$ cat config.mk
export PLATFORM = sky130hd
export DESIGN_NAME = csr_trap_seq
export DESIGN_NICKNAME = d
export VERILOG_FILES = /design/src/rtl/csr_pkg.sv /design/src/rtl/csr_alu.sv /design/src/rtl/csr_trap_seq.sv
export SDC_FILE = /design/constraint.sdc
export NUM_CORES = 1
export LEC_CHECK = 0
export ABC_CLOCK_PERIOD_IN_PS = 1600
export BUFFER_PORTS_ARGS = -buffer_cell sky130_fd_sc_hd__buf_2
export CELL_PAD_IN_SITES_DETAIL_PLACEMENT = 2
export CELL_PAD_IN_SITES_GLOBAL_PLACEMENT = 2
export CORE_UTILIZATION = 23
export DETAILED_ROUTE_END_ITERATION = 16
export GPL_TIMING_DRIVEN = 0
export HOLD_SLACK_MARGIN = 0.05
export PLACE_DENSITY_LB_ADDON = 0.15
export SLEW_MARGIN = 20
export SYNTH_ARGS = -nofsm -noshare
export SYNTH_HDL_FRONTEND = slang
export SYNTH_SLANG_ARGS = --single-unit
$ cat constraint.sdc
create_clock -name clk -period 1.6 [get_ports clk]
set_clock_uncertainty 0.1 [all_clocks]
set_input_delay 0.16 -clock clk [delete_from_list [all_inputs] [get_ports clk]]
set_output_delay 0.16 -clock clk [all_outputs]
set_load 0.01 [all_outputs]
$ cat src/rtl/csr_pkg.sv
// Shared definitions for the CSR/trap sequencer.
//  - request op encodings
//  - machine-mode CSR addresses handled by the sequencer
//  - mcause values raised by the sequencer
//  - mstatus bit positions touched by MRET
//  - FSM state and request-kind enums
//  - small decode helpers
package csr_pkg;

  localparam logic [2:0] OP_CSRRW = 3'b001;
  localparam logic [2:0] OP_CSRRS = 3'b010;
  localparam logic [2:0] OP_CSRRC = 3'b011;
  localparam logic [2:0] OP_ECALL = 3'b100;
  localparam logic [2:0] OP_MRET  = 3'b101;

  localparam logic [11:0] CSR_MSTATUS = 12'h300;
  localparam logic [11:0] CSR_MTVEC   = 12'h305;
  localparam logic [11:0] CSR_MEPC    = 12'h341;
  localparam logic [11:0] CSR_MCAUSE  = 12'h342;

  localparam int unsigned CAUSE_ILLEGAL = 2;
  localparam int unsigned CAUSE_ECALL   = 11;

  localparam int MSTATUS_MIE    = 3;
  localparam int MSTATUS_MPIE   = 7;
  localparam int MSTATUS_MPP_LO = 11;
  localparam int MSTATUS_MPP_HI = 12;

  typedef enum logic [2:0] {
    ST_IDLE,
    ST_RD,
    ST_WR,
    ST_TRAP,
    ST_RET_EPC,
    ST_RET_ST_RD,
    ST_RET_ST_WR,
    ST_RESP
  } state_e;

  // What the accepted request turned into; selects the response format.
  typedef enum logic [1:0] {
    KIND_CSR,
    KIND_TRAP,
    KIND_MRET
  } kind_e;

  function automatic logic is_csr_op(input logic [2:0] op);
    return (op == OP_CSRRW) || (op == OP_CSRRS) || (op == OP_CSRRC);
  endfunction

  function automatic logic is_legal_csr(input logic [11:0] addr);
    return (addr == CSR_MSTATUS) || (addr == CSR_MTVEC) ||
           (addr == CSR_MEPC)    || (addr == CSR_MCAUSE);
  endfunction

endpackage

$ cat src/rtl/csr_alu.sv
// Read-modify-write data path for CSRRW/CSRRS/CSRRC (combinational).
// Ports:
//  op        in   3     request op (only CSR ops are meaningful)
//  old       in   XLEN  CSR value read in the RD state
//  src       in   XLEN  rs1 value
//  wdata     out  XLEN  value to write back
//  do_write  out  1     0 when a set/clear with src==0 must leave the CSR untouched
module csr_alu
  import csr_pkg::*;
#(
  parameter int XLEN = 32
) (
  input  logic [2:0]      op,
  input  logic [XLEN-1:0] old,
  input  logic [XLEN-1:0] src,
  output logic [XLEN-1:0] wdata,
  output logic            do_write
);

  genvar gi;
  generate
    for (gi = 0; gi < XLEN; gi++) begin : g_bit
      assign wdata[gi] = (op == OP_CSRRS) ? (old[gi] | src[gi]) :
                         (op == OP_CSRRC) ? (old[gi] & ~src[gi]) :
                                            src[gi];
    end
  endgenerate

  // CSRRS/CSRRC with rs1==0 is a pure read: no write side effects.
  assign do_write = (op == OP_CSRRW) || (src != '0);

endmodule

$ cat src/rtl/csr_trap_seq.sv
// Sequencer between the execute stage and the CSR register file.
// Runs CSR read-modify-write ops, raises ECALL/illegal traps and performs
// MRET (mepc fetch plus mstatus restore), then returns rd data and an
// optional redirect PC to the core.
// Ports:
//  clk, rst                         clock, synchronous active-high reset
//  req_valid/req_ready              request handshake (ready only in IDLE)
//  req_op/req_csr/req_src/req_pc    request fields, latched on accept
//  resp_valid/resp_ready            response handshake (valid held until ready)
//  resp_rd_data                     old CSR value for CSR ops, else 0
//  resp_redirect/resp_next_pc       redirect flag and target (mtvec or mepc)
//  csr_addr/csr_wen/csr_wdata       CSR file write/read port
//  csr_rdata                        CSR file combinational read data
//  intr/intr_NO/intr_epc            one-cycle trap strobe with cause and PC
//  intr_mtvec                       current mtvec from the CSR file
module csr_trap_seq
  import csr_pkg::*;
#(
  parameter int XLEN = 32
) (
  input  logic            clk,
  input  logic            rst,
  input  logic            req_valid,
  output logic            req_ready,
  input  logic [2:0]      req_op,
  input  logic [11:0]     req_csr,
  input  logic [XLEN-1:0] req_src,
  input  logic [XLEN-1:0] req_pc,
  output logic            resp_valid,
  input  logic            resp_ready,
  output logic [XLEN-1:0] resp_rd_data,
  output logic            resp_redirect,
  output logic [XLEN-1:0] resp_next_pc,
  output logic [XLEN-1:0] csr_addr,
  output logic            csr_wen,
  output logic [XLEN-1:0] csr_wdata,
  input  logic [XLEN-1:0] csr_rdata,
  output logic            intr,
  output logic [XLEN-1:0] intr_NO,
  output logic [XLEN-1:0] intr_epc,
  input  logic [XLEN-1:0] intr_mtvec
);

  state_e          state_reg, state_next;
  kind_e           kind_reg, kind_next;
  logic [2:0]      op_reg, op_next;
  logic [XLEN-1:0] src_reg, src_next;
  logic [XLEN-1:0] pc_reg, pc_next;
  logic [XLEN-1:0] cause_reg, cause_next;
  logic [XLEN-1:0] old_reg, old_next;
  logic [XLEN-1:0] next_pc_reg, next_pc_next;
  logic [XLEN-1:0] addr_reg, addr_next;

  logic [XLEN-1:0] alu_wdata;
  logic            alu_do_write;
  logic [XLEN-1:0] mret_wdata;

  csr_alu #(
    .XLEN(XLEN)
  ) u_alu (
    .op      (op_reg),
    .old     (old_reg),
    .src     (src_reg),
    .wdata   (alu_wdata),
    .do_write(alu_do_write)
  );

  // MRET mstatus update: MIE <= MPIE, MPIE <= 1, MPP <= U, rest unchanged.
  always_comb begin
    mret_wdata                                = old_reg;
    mret_wdata[MSTATUS_MIE]                   = old_reg[MSTATUS_MPIE];
    mret_wdata[MSTATUS_MPIE]                  = 1'b1;
    mret_wdata[MSTATUS_MPP_HI:MSTATUS_MPP_LO] = 2'b00;
  end

  // The address is a register so it stays at its last value in states that
  // do not access the CSR file.
  assign csr_addr = addr_reg;

  always_ff @(posedge clk) begin
    if (rst) begin
      state_reg   <= ST_IDLE;
      kind_reg    <= KIND_CSR;
      op_reg      <= '0;
      src_reg     <= '0;
      pc_reg      <= '0;
      cause_reg   <= '0;
      old_reg     <= '0;
      next_pc_reg <= '0;
      addr_reg    <= '0;
    end else begin
      state_reg   <= state_next;
      kind_reg    <= kind_next;
      op_reg      <= op_next;
      src_reg     <= src_next;
      pc_reg      <= pc_next;
      cause_reg   <= cause_next;
      old_reg     <= old_next;
      next_pc_reg <= next_pc_next;
      addr_reg    <= addr_next;
    end
  end

  always_comb begin
    state_next    = state_reg;
    kind_next     = kind_reg;
    op_next       = op_reg;
    src_next      = src_reg;
    pc_next       = pc_reg;
    cause_next    = cause_reg;
    old_next      = old_reg;
    next_pc_next  = next_pc_reg;
    addr_next     = addr_reg;

    req_ready     = 1'b0;
    resp_valid    = 1'b0;
    resp_rd_data  = '0;
    resp_redirect = 1'b0;
    resp_next_pc  = '0;
    csr_wen       = 1'b0;
    csr_wdata     = '0;
    intr          = 1'b0;
    intr_NO       = '0;
    intr_epc      = '0;

    case (state_reg)
      ST_IDLE: begin
        req_ready = 1'b1;
        if (req_valid) begin
          op_next  = req_op;
          src_next = req_src;
          pc_next  = req_pc;
          if (is_csr_op(req_op) && is_legal_csr(req_csr)) begin
            kind_next  = KIND_CSR;
            addr_next  = {{(XLEN-12){1'b0}}, req_csr};
            state_next = ST_RD;
          end else if (req_op == OP_MRET) begin
            kind_next  = KIND_MRET;
            addr_next  = {{(XLEN-12){1'b0}}, CSR_MEPC};
            state_next = ST_RET_EPC;
          end else begin
            // ECALL, unknown op, or CSR op on an unimplemented address.
            kind_next  = KIND_TRAP;
            cause_next = (req_op == OP_ECALL) ? XLEN'(CAUSE_ECALL)
                                              : XLEN'(CAUSE_ILLEGAL);
            state_next = ST_TRAP;
          end
        end
      end

      ST_RD: begin
        old_next   = csr_rdata;
        state_next = ST_WR;
      end

      ST_WR: begin
        // Strobes are masked by rst so an abort in this cycle has no effect.
        if (alu_do_write && !rst) begin
          csr_wen   = 1'b1;
          csr_wdata = alu_wdata;
        end
        state_next = ST_RESP;
      end

      ST_TRAP: begin
        if (!rst) begin
          intr     = 1'b1;
          intr_NO  = cause_reg;
          intr_epc = pc_reg;
        end
        next_pc_next = intr_mtvec;
        state_next   = ST_RESP;
      end

      ST_RET_EPC: begin
        next_pc_next = csr_rdata;
        addr_next    = {{(XLEN-12){1'b0}}, CSR_MSTATUS};
        state_next   = ST_RET_ST_RD;
      end

      ST_RET_ST_RD: begin
        old_next   = csr_rdata;
        state_next = ST_RET_ST_WR;
      end

      ST_RET_ST_WR: begin
        if (!rst) begin
          csr_wen   = 1'b1;
          csr_wdata = mret_wdata;
        end
        state_next = ST_RESP;
      end

      ST_RESP: begin
        resp_valid = 1'b1;
        if (kind_reg == KIND_CSR) begin
          resp_rd_data = old_reg;
        end else begin
          resp_redirect = 1'b1;
          resp_next_pc  = next_pc_reg;
        end
        if (resp_ready) begin
          state_next = ST_IDLE;
        end
      end

      default: begin
        state_next = ST_IDLE;
      end
    endcase
  end

endmodule

==> flow_metrics.py <==
metrics = {
    "drt": {
        "wl_per_cell_um": 23.76,
        "via_count": 9680,
        "wl_um": 48430,
        "detail-route-antenna-nets": 0,
        "vias_per_cell": 4.750,
        "drt_iter0_drc": 395,
        "dr.pass1.iters": 4,
        "drc": 0,
    },
    "floorplanning": {
        "die_area_um2": 33600,
        "placement_rows": 66,
        "fp.dieW_um": 183.3,
        "chipHeight_um": 183.3,
        "start_util_pct": 23.30,
        "ioPinCount": 344,
        "core_area_um2": 32450,
    },
    "power": {
        "leakagePower_nw": 7.004,
        "power.density_nw_per_um2": 863.6,
        "vdd_drop_max_uv": 658.1,
    },
    "layout": {
        "fin_nets": 1729,
        "syn2layout_area_growth_pct": 108.1,
        "drive_above_1_share_pct": 53.04,
        "fill_cells": 3405,
    },
    "critical_path": {
        "cpLargestDelayFamily": "buffers and inverters",
        "end_kind": "output port",
        "rr_startpoint": "state_reg[0]",
        "reg2reg_to": "next_pc_reg[21]",
        "rr_worst_depth": 12,
        "crit_fanout": 10,
        "reg2reg_slack_ps": -560,
        "worstSetupPathType": "reg2out",
        "cpPeakStageDelay_ps": 400,
        "startpoint_type": "register",
        "crit_arrival_ps": 2240,
        "worstPathRequired_ps": 1340,
        "worstPathCellList": "inv_1, o311ai_4, nor3_4, nor3b_4, buf_6, a22o_1, buf_2",
        "path_buf_inv": 3,
        "cpMaxStageDelayCell": "dfxtp_2",
    },
    "sta": {
        "timing_worst_slew_pin_value_ps": 879.2,
        "setup_viol": 255,
        "whs_ps": 160.0,
        "maxSlewViolCount": 0,
        "layout_setup_ws_ps": -896.5,
        "hold_viol_final": 0,
        "fmax_mhz": 400.6,
        "fin_crit_sh_pct": 156.0,
        "relSlewSlack_pct": 41.39,
        "min_period_ps": 2497,
        "rsz0062_at_grt": "true",
    },
    "cts": {
        "cts_tree": "built",
        "clock_latency_ps": 430,
        "numCtsBuffers": 17,
        "cts.clk_slew.worst_paths_ps": 70,
        "root_buffer": "clkbuf_16",
        "h-tree-depth": 4,
        "cts_num_sinks": 150,
        "cts_buffer_depth": 2,
    },
    "synthesis": {
        "ys_warn_count": 0,
        "synth_edf_count": 0,
        "async_flop_share_pct": 0,
        "syn_area_per_cell_um2": 7.591,
        "netlist_area_um2": 7561,
        "ys_types": 38,
        "synthCells": 996,
        "ys_seq_area_share_pct": 39.72,
        "ys.flop_type": "dfxtp_1",
        "synth_seq_cells": 150,
    },
    "global_routing": {
        "grt_max_degree": 18,
        "grt_usage_pct": 24.14,
        "grt-ovfl-total": 0,
        "antenna_found_initial": 1,
        "grt_pass1_vias": 10247,
        "grt_first_pass_wirelength_um": 61040,
    },
    "job": {
        "max-cap-violations": 0,
    },
    "min_path": {
        "hold-path-endpoint": "cause_reg[0]",
        "hold_depth": 4,
        "hold_start": "req_csr[3]",
        "hold_class": "in2reg",
    },
    "placement": {
        "globalplace.congestion": 0.8096,
        "hpwl_um": 26280,
        "dpl_worst_slack_ps": -903.0,
        "io_buffers": 294,
    },
    "outcome": {
        "violations": "setup timing",
        "outcome": "finished with violations",
    },
}
cell families (layout without fill, tap and decap cells):
logic type      Yosys count  after routing  synth area share (%)
compound gates          222            223                 18.02
buf+inv                 133            681                 9.532
flops                   150            150                 39.72
mux                      32             32                 4.236
other cells               1             50               0.04960
simple gates            458            460                 28.45
Yosys cell counts, drive strengths merged (2+ instances only):
| library cell | number | area share [%] |
|---|---|---|
| nand2 | 269 | 13 |
| dfxtp | 150 | 40 |
| buf | 71 | 6.5 |
| o21ai | 36 | 2.4 |
| and3 | 33 | 2.7 |
| nand2b | 7 | 0.58 |
| nor2 | 38 | 1.9 |
| a21oi | 110 | 7.3 |
| nor4 | 10 | 1.0 |
| mux2i | 32 | 4.2 |
| nand3b | 5 | 0.50 |
| nor2b | 3 | 0.25 |
| nor3 | 5 | 0.48 |
| and2 | 70 | 5.8 |
| inv | 5 | 0.25 |
| a22o | 29 | 3.4 |
| clkbuf | 57 | 2.8 |
| or2 | 2 | 0.17 |
| o21a | 2 | 0.20 |
| nand3 | 4 | 0.26 |
| nor3b | 8 | 0.86 |
| a211oi | 36 | 3.6 |
| a31oi | 4 | 0.33 |
routing by layer:
metal / track usage, % / wire, um / vias to the layer above
li1: - / - / 4462
met3: 5.282 / 2195 / 78
met5: 0 / 0 / -
met4: 7.033 / 1574 / 0
met1: 28.19 / 19110 / 4842
met2: 43.83 / 25550 / 298
power by group:
group,switching [mW],internal (mW)
combinational,2.33,2.31
sequential,0.448,4.14
clock,2.11,2.26
per-stage QoR:
stage          total power, mW  instances  util, %  TNS, ps  area, um^2
2_1_floorplan            5.835       1044        -   -838.4        7800
3_3_place_gp             6.670       1780    30.27  -134910        9824
3_5_place_dp             6.745       1780    30.27  -144470        9824
4_1_cts                  12.34       2010    42.69   -96390       13850
5_1_grt                  14.10       2038    48.47  -121020       15730
6_report                 13.58       2038    48.47  -107560       15730
layout make-up:
cell class              instances  area [um^2]  share of cell area, %
repair buffers                518         4786                  30.42
inverters                       5        18.77                 0.1193
diodes                          1        2.502                0.01591
clock buffers                  17        425.4                  2.704
clock inverters                15        180.2                  1.145
well taps                     442        553.0                  3.515
plain buffers                 126         1195                  7.596
multi-input cells             764         5544                  35.24
flip-flops and latches        150         3027                  19.24
worst max-delay path by stage:
stage | startpoint | endpoint | slack, ps | cells past startpoint
finish | op_reg[0] | csr_wdata[27] | -900 | 7
global route | op_reg[0] | csr_wdata[27] | -990 | 7
global placement | rst | intr_NO[1] | -870 | 6
floorplan | op_reg[0] | csr_wdata[17] | -40 | 6
detailed placement | rst | intr_NO[1] | -900 | 6
CTS | src_reg[26] | csr_wdata[4] | -900 | 7
worst reg2reg max path: stages (launching register included):
cell and delay, ps:
dfxtp_2 330, buf_6 120, buf_6 100, nand3b_1 110, buf_6 150, buf_6 110
buf_6 120, buf_6 110, buf_12 130, buf_12 130, buf_12 130, mux2i_1 250
a211oi_2 140
timing repair:
item,in CTS,in global routing
gates cloned,20,12
hold buffers,137,0
pin swaps,67,150
buffers inserted,41,34
endpoints found under the hold margin,139,0
resized for setup,341,440
endpoints found under the setup margin,283,285
cells in the final DEF (no fill, tap or decap), drive strengths merged, types with 2 or more instances in the layout:
| master | count |
|---|---|
| a22o | 29 |
| and2 | 70 |
| a21oi | 110 |
| nor3 | 5 |
| o21a | 2 |
| dfxtp | 150 |
| clkbuf | 63 |
| clkinv | 2 |
| a31oi | 4 |
| mux2i | 32 |
| and2b | 2 |
| nor2 | 38 |
| nor2b | 3 |
| dlygate4sd3 | 137 |
| nor4 | 10 |
| nand3b | 5 |
| o21ai | 36 |
| inv | 15 |
| nand3 | 4 |
| conb | 49 |
| or2 | 2 |
| a21boi | 2 |
| buf | 461 |
| nand2b | 7 |
| nor3b | 8 |
| nand2 | 270 |
| and3 | 33 |
| a211oi | 36 |
| clkinvlp | 2 |
Note: power is estimated with default switching activity, not from simulation.
